==> config.mk <==
export PLATFORM = sky130hd
export DESIGN_NAME = wn_rr_scheduler
export DESIGN_NICKNAME = d
export VERILOG_FILES = /design/src/rtl/wn_rr_scheduler.sv
export SDC_FILE = /design/constraint.sdc
export NUM_CORES = 1
export LEC_CHECK = 0
export ABC_AREA = 1
export BUFFER_PORTS_ARGS = -buffer_cell sky130_fd_sc_hd__clkbuf_2
export CELL_PAD_IN_SITES_DETAIL_PLACEMENT = 1
export CELL_PAD_IN_SITES_GLOBAL_PLACEMENT = 2
export CORE_MARGIN = 3
export CORE_UTILIZATION = 27
export DETAILED_ROUTE_END_ITERATION = 7
export GPL_ROUTABILITY_DRIVEN = 1
export PLACE_DENSITY = 0.83
export SLEW_MARGIN = 20
export SYNTH_ARGS = -nofsm -noshare
export SYNTH_HDL_FRONTEND = slang
export SYNTH_SLANG_ARGS = --single-unit
export TNS_END_PERCENT = 10
==> constraint.sdc <==
create_clock -name clk_i -period 2.91 [get_ports clk_i]
set_clock_uncertainty 0.1 [all_clocks]
set_input_delay 0.582 -clock clk_i [delete_from_list [all_inputs] [get_ports clk_i]]
set_output_delay 0.582 -clock clk_i [all_outputs]
set_load 0.02 [all_outputs]
==> src/rtl/wn_rr_scheduler.sv <==
// wn_rr_scheduler: round-robin issue of NUM_REQ requesters onto one pipelined wn datapath with tagged result return
module wn_rr_scheduler #(
  parameter int NUM_REQ = 4,
  parameter int LATENCY = 4,
  parameter int W_WIDTH = 19
) (
  input  logic                       clk_i,
  input  logic                       rst_ni,
  input  logic [NUM_REQ-1:0]         req_valid_i,
  output logic [NUM_REQ-1:0]         req_ready_o,
  input  logic [8*NUM_REQ-1:0]       req_x_i,
  input  logic [8*NUM_REQ-1:0]       req_y_i,
  input  logic [8*NUM_REQ-1:0]       req_z_i,
  output logic [NUM_REQ-1:0]         res_valid_o,
  input  logic [NUM_REQ-1:0]         res_ready_i,
  output logic [W_WIDTH*NUM_REQ-1:0] res_w_o,
  output logic                       dp_en_o,
  output logic [7:0]                 dp_x_o,
  output logic [7:0]                 dp_y_o,
  output logic [7:0]                 dp_z_o,
  input  logic [W_WIDTH-1:0]         dp_w_i,
  input  logic                       dp_valid_i,
  output logic [NUM_REQ-1:0]         busy_o,
  output logic                       err_o
);
  localparam int IW = $clog2(NUM_REQ);
  localparam int CW = $clog2(LATENCY + 1);
  typedef enum logic {FLUSH, RUN} state_t;
  state_t state, state_nx;
  logic [CW-1:0] cnt, cnt_nx;
  logic [IW-1:0] ptr, gnt, k, dp_idx;
  logic found, run, fire;
  logic tag_v [LATENCY];
  logic [IW-1:0] tag_i [LATENCY];
  assign run = state == RUN;
  assign fire = run && found;
  assign req_ready_o = fire ? NUM_REQ'(1) << gnt : '0;
  always_comb begin
    state_nx = (run || cnt == '0) ? RUN : FLUSH;
    cnt_nx = (run || cnt == '0) ? cnt : cnt - 1'b1;
  end
  always_comb begin
    gnt = ptr;
    k = '0;
    found = 1'b0;
    for (int i = NUM_REQ; i >= 1; i--) begin
      k = IW'((int'(ptr) + i) % NUM_REQ);
      if (req_valid_i[k] && !busy_o[k]) begin
        gnt = k;
        found = 1'b1;
      end
    end
  end
  always_ff @(posedge clk_i or negedge rst_ni) begin
    if (!rst_ni) begin
      state <= FLUSH;
      cnt <= CW'(LATENCY - 1);
      ptr <= IW'(NUM_REQ - 1);
      dp_idx <= '0;
      dp_en_o <= 1'b0;
      dp_x_o <= '0;
      dp_y_o <= '0;
      dp_z_o <= '0;
      busy_o <= '0;
      res_valid_o <= '0;
      res_w_o <= '0;
      err_o <= 1'b0;
      for (int i = 0; i < LATENCY; i++) begin
        tag_v[i] <= 1'b0;
        tag_i[i] <= '0;
      end
    end else begin
      state <= state_nx;
      cnt <= cnt_nx;
      dp_en_o <= fire;
      if (fire) begin
        ptr <= gnt;
        dp_idx <= gnt;
        dp_x_o <= req_x_i[8*gnt +: 8];
        dp_y_o <= req_y_i[8*gnt +: 8];
        dp_z_o <= req_z_i[8*gnt +: 8];
      end
      tag_v[0] <= dp_en_o;
      tag_i[0] <= dp_idx;
      for (int i = 1; i < LATENCY; i++) begin
        tag_v[i] <= tag_v[i-1];
        tag_i[i] <= tag_i[i-1];
      end
      for (int r = 0; r < NUM_REQ; r++) begin
        if (res_valid_o[r] && res_ready_i[r]) begin
          res_valid_o[r] <= 1'b0;
          busy_o[r] <= 1'b0;
        end
        if (fire && gnt == IW'(r))
          busy_o[r] <= 1'b1;
        if (run && tag_v[LATENCY-1] && tag_i[LATENCY-1] == IW'(r)) begin
          if (dp_valid_i) begin
            res_valid_o[r] <= 1'b1;
            res_w_o[W_WIDTH*r +: W_WIDTH] <= dp_w_i;
          end else
            busy_o[r] <= 1'b0;
        end
      end
      if (run && dp_valid_i != tag_v[LATENCY-1])
        err_o <= 1'b1;
    end
  end
endmodule

======== After elaboration in Yosys (flattened, before gate mapping) ========
Cells that the tools add are included.
cells by class
  $lt $le $gt $ge ......................... 4
  shift-type cells ........................ 4
  add/sub/neg operators ................... 5
  equality and inequality tests ........... 7
  muxes and demuxes ....................... 54
  reduce and logical (&&, ||, !) cells .... 31
operators by type and width
  kind                                                                           number
  32-bit by 6-bit indexed part select with 8-bit output                          3
  1-bit two-way mux                                                              41
  1-bit logical AND                                                              19
  1-bit binary-select mux with 2-bit select                                      8
  2-bit by 3-bit less-than comparator with 1-bit output (second input constant)  4
  2-bit == test (second input constant)                                          4
  2-bit two-way mux                                                              4
  2-bit AND reduction                                                            4
  2-bit by 1-bit adder with 2-bit output (second input constant)                 2
  2-bit adder (second input constant)                                            2
  2-bit by 1-bit == test with 1-bit output (second input constant)               2
  1-bit zero test                                                                4
  2-bit zero test                                                                2
  4-bit two-way mux                                                              1
  1-bit by 2-bit left shift with 4-bit output (first input constant)             1
  3-bit zero test                                                                1
  3-bit by 1-bit subtractor with 3-bit output (second input constant)            1
  1-bit logical OR                                                               1
  1-bit inequality test                                                          1
storage, ports and cells
  register bits ........................... 130
  word-level logic and storage cells ...... 128
  output and inout port bits .............. 114

======== Longest topological paths before layout ========
  depth in word-level cells ............... 14
  depth in mapped cells ................... 17
  depth with buffers taken out ............ 14

======== Worst setup path after synthesis ========
No wires, ideal clock.
  kind .................................... register to output
  start ................................... register ptr[0]
  end ..................................... output port req_ready_o[1]
  slack ................................... 0.362 ns
  arrival time ............................ 1.866 ns
  stages on the path, launching flop included .. 15
  cells stage by stage .................... dfstp_2 buf_6 inv_6 nand2_1 nand2_2 nand3_2 nand2_2 nand2_2 nand2_2 nand2_4 nand2_4 buf_2 nor2_2 inv_1 nor2_1
on the way
  cells in the longest elaborated chain, start to end .. 11
  elaborated cells on any way between the ends .. 39
  those cells by class .................... 4 x add/sub; 1 x shift; 25 x mux; 9 x reduce/logical
RTL lines
  item                                                                                     RTL line  RTL
  start: declaration                                                                       31        logic [IW-1:0] ptr, gnt, k, dp_idx;
  start signal: assignment                                                                 58        ptr <= IW'(NUM_REQ - 1);
  start signal: assignment                                                                 77        ptr <= gnt;
  2-bit by 1-bit adder with 2-bit output                                                   47        k = IW'((int'(ptr) + i) % NUM_REQ);
  1-bit binary-select mux with 2-bit select                                                48        if (req_valid_i[k] && !busy_o[k]) begin
  1-bit two-way mux (implied by the code)                                                  48
  1-bit zero test                                                                          48
  1-bit logical AND                                                                        48
  2-bit two-way mux / 1-bit two-way mux (equally long branches) (4 in a row)               48
  1-bit by 2-bit left shift with 4-bit output / 1-bit logical AND (equally long branches)  37, 36
  4-bit two-way mux (*)                                                                    37        assign req_ready_o = fire ? NUM_REQ'(1) << gnt : '0;
  end: declaration                                                                         10        output logic [NUM_REQ-1:0] req_ready_o,
Every way passes the cells marked *; elsewhere a longest branch is shown, timed or not. The select of a mux whose other input is x is not followed.

======== Worst setup path after layout ========
Ends and elaborated chain as after synthesis.

==> summary.txt <==
Outcome
  • Status: finished, violations left
  • Violated checks: negative setup slack

Global routing
  • Vias in the first global route: 6131
  • Initial antenna violation count: 0
  • Total Routing Usage GR: between 10% and 20%
  • First-pass GRT wire length: about 32000 um
  • Largest net degree at the start of global routing: 70
  • Total congestion overflow: 0

Clock tree
  • CTS root buffer: clkbuf_16
  • CTS tree: done
  • CTS max path bufs: 2
  • Insertion delay to the later sink of the worst-skew pair: 0.41 ns
  • CTS H-tree lvls: 4
  • Sink Count: 130
  • Reg clk slew, reported paths: about 0.060 ns
  • CTS buffer count: 17

Detailed routing
  • Met1 Wirelength: roughly 9300 um
  • Via density: about 4.5
  • Top sig layer: met4
  • Post-route ant nets: 0
  • DR iter-0 viols: between 200 and 250
  • Drt pass-1 iters: 4
  • Met2 routed WL: approximately 9300 um
  • DR WL/cell: approximately 16 um
  • Via count: 5911
  • DRC Markers: 0
  • Met3 routed WL: 1730 um
  • Final WL: slightly above 20000 um

Setup path
  • Startpoint Class: flip-flop
  • CP Max Fanout: 9
  • Reg2reg setup slack: approximately 0.26 ns
  • Worst Setup Path Type: reg2out
  • Critical path endpoint category: primary output
  • CP arrival: 2.25 ns
  • Critical Path RT: 2.23 ns

Hold path
  • HP Class: reg2reg

STA
  • Worst-Margin Slew: about 0.54 ns
  • Relative slew slack: between 60% and 70%
  • Final hold vios: 0
  • Final worst setup slack: -0.0219 ns
  • RSZ-0062 raised after global routing: true
  • Final worst path period share: 101%
  • Fmax: around 0.34 GHz
  • Setup violators final: 2
  • Hold_ws: roughly 0.24 ns
  • Max-slew violations: 0
  • Final worst path period need: 2.93 ns

Die
  • Initial Util: about 28%
  • Die W: approximately 160 um
  • Row cnt: 54
  • Die height: 158 um
  • I/O pins: between 200 and 250
  • Die area: between 0.02 and 0.025 mm^2
  • Core area: ~0.022 mm^2

Place
  • Post-Place Worst Slack: between 0.3 and 0.4 ns
  • Routability Congestion: between 0.7 and 0.8
  • Final HPWL from detailed placement: 14500 um
  • PortBufs: between 200 and 250

Logic synthesis
  • Synthesized Nets: a little over 900
  • Yosys cell types: 30
  • Seq/Total Area, Yosys: a little over half
  • Largest cells by area after synthesis: dfrtp_1 51%, nand2_1 16%, nand3_1 6.8%
  • Post-synth EDFFs: 0
  • Warnings from Yosys: 0
  • Largest area contributor in the synthesized netlist: dfrtp_1
  • Cells after Synth: just under 800
  • Post-Syn Area per Cell: between 7 and 8 um^2
  • Post-synth top cells: 261 x nand2_1, 126 x dfrtp_1, 111 x inv_1
  • Yosys top cell area share: 50.9%
  • FFs w/ async S/R, synth: 100%
  • Top-count cell post-synth: nand2_1
  • Synth Flop Type: dfrtp_1
  • Seq cells post-synth: 130
  • Netlist Area Pre-Place: between 0.006 and 0.007 mm^2

Power and ir drop
  • Leak: between 0.004 and 0.005 uW
  • Cell area power density: 1500 mW/mm^2
  • Max rail drop VDD: roughly 1.1 mV

Final layout
  • Total of fill cells in the finished design: ~2700
  • Area growth from synthesis to layout: 37.2%
  • Final #Nets: approximately 1100
  • Multi-input combinational cell area: 0.00240 mm^2
  • Antenna cells: 0
  • Register Area: 0.00326 mm^2
  • Share of layout cells above drive strength 1: between 30% and 40%

Job
  • Max cap viols: 0
[worst paths after layout]
path	startpoint	depth (start not counted)	endpoint
min in group asynchronous	rst_ni	2	res_w_o[19]$_DFFE_PN0P_
min reg2reg	tag_v[1]$_DFF_PN0_	0	tag_v[0]$_DFF_PN0_
max reg2reg	ptr[0]$_DFFE_PN1P_	16	dp_z_o[7]$_DFFE_PN0P_
max	ptr[0]$_DFFE_PN1P_	12	req_ready_o[1]
max in group asynchronous	rst_ni	3	dp_x_o[7]$_DFFE_PN0P_
min	tag_v[1]$_DFF_PN0_	0	tag_v[0]$_DFF_PN0_
[cell usage in the layout (no fill, tap or decap), types with 3 or more instances in the layout]
master	synthesis	layout
nand3b_1	25	25
nand3_1	84	83
dfrtp_1	126	126
buf_6	7	3
nand3_4	1	4
buf_4	0	26
dfstp_2	4	4
inv_6	1	4
o21ai_0	84	84
clkbuf_16	0	17
nand2_1	261	250
clkbuf_2	0	234
nand2_4	2	13
a21oi_1	5	5
nand2_2	7	7
inv_1	111	110
[logic make-up (layout without fill, tap and decap cells)]
family,count (synthesis),in the layout,synth area share [%]
adder cells (fa/ha/maj),2,2,0.404
XOR/XNOR,1,1,0.141
AO/OA/AOI/OAI,92,92,7.59
AND/OR/NAND/NOR,395,395,28.6
flip-flops,130,130,52.6
buffers and inverters,157,413,10.8
[report_power, final]
| group | switching [uW] | internal, uW |
|---|---|---|
| Clock | 836 | 1320 |
| Sequential | 461 | 2700 |
| Combinational | 5000 | 2410 |
| Total | 6300 | 6430 |
[per-layer routing]
layer,GRT usage (%),up-vias
met3,5.86,16
met5,0,-
li1,-,2911
met2,26.1,211
met1,20.8,2773
met4,4.05,0
[worst max-delay path: stages, from the launching register on]
cell,delay (ns)
dfstp_2,0.56
buf_12,0.14
inv_12,0.05
nand2_2,0.11
nand3_2,0.13
nand2_4,0.11
inv_4,0.06
nand3b_1,0.11
nand2_2,0.11
nor2_4,0.14
inv_2,0.06
nor2_2,0.12
buf_6,0.13
[timing repair]
action                                  in CTS  in global routing
pin swaps                                    0                 11
setup buffers                                3                  9
gates resized for setup                      6                 40
hold endpoints to repair                    30                  0
endpoints found under the setup margin       4                  4
hold buffers                                 1                  0
[state kept, by name, summed over array words and instances, names as in the netlist, 2 cells and up]
register and flops:
res_w_o 76, dp_x_o 8, dp_y_o 8, dp_z_o 8, tag_i 8, busy_o 4, res_valid_o 4, tag_v 4
cnt 3, dp_idx 2, ptr 2
[layout make-up]
cell class	instances	share of cell area, %
flip-flops and latches	130	38.3
multi-input cells	490	28.2
repair buffers	266	17.0
clock buffers	19	5.32
inverters	115	5.25
well taps	280	4.12
clock inverters	13	1.75
[per-stage QoR]
step | setup TNS [ns] | total power (uW) | utilization, % | instances | area (um^2)
after floorplan | 0 | 7970 | - | 777 | 6200
after global placement | 0 | 9990 | 34.5 | 1268 | 7640
after detailed placement | 0 | 10100 | 34.5 | 1268 | 7640
after CTS | 0 | 12400 | 37.4 | 1304 | 8300
after global routing | -0.390 | 13900 | 38.4 | 1313 | 8510
final | -0.0289 | 12700 | 38.4 | 1313 | 8510
Power figures use the tool's default switching activity.
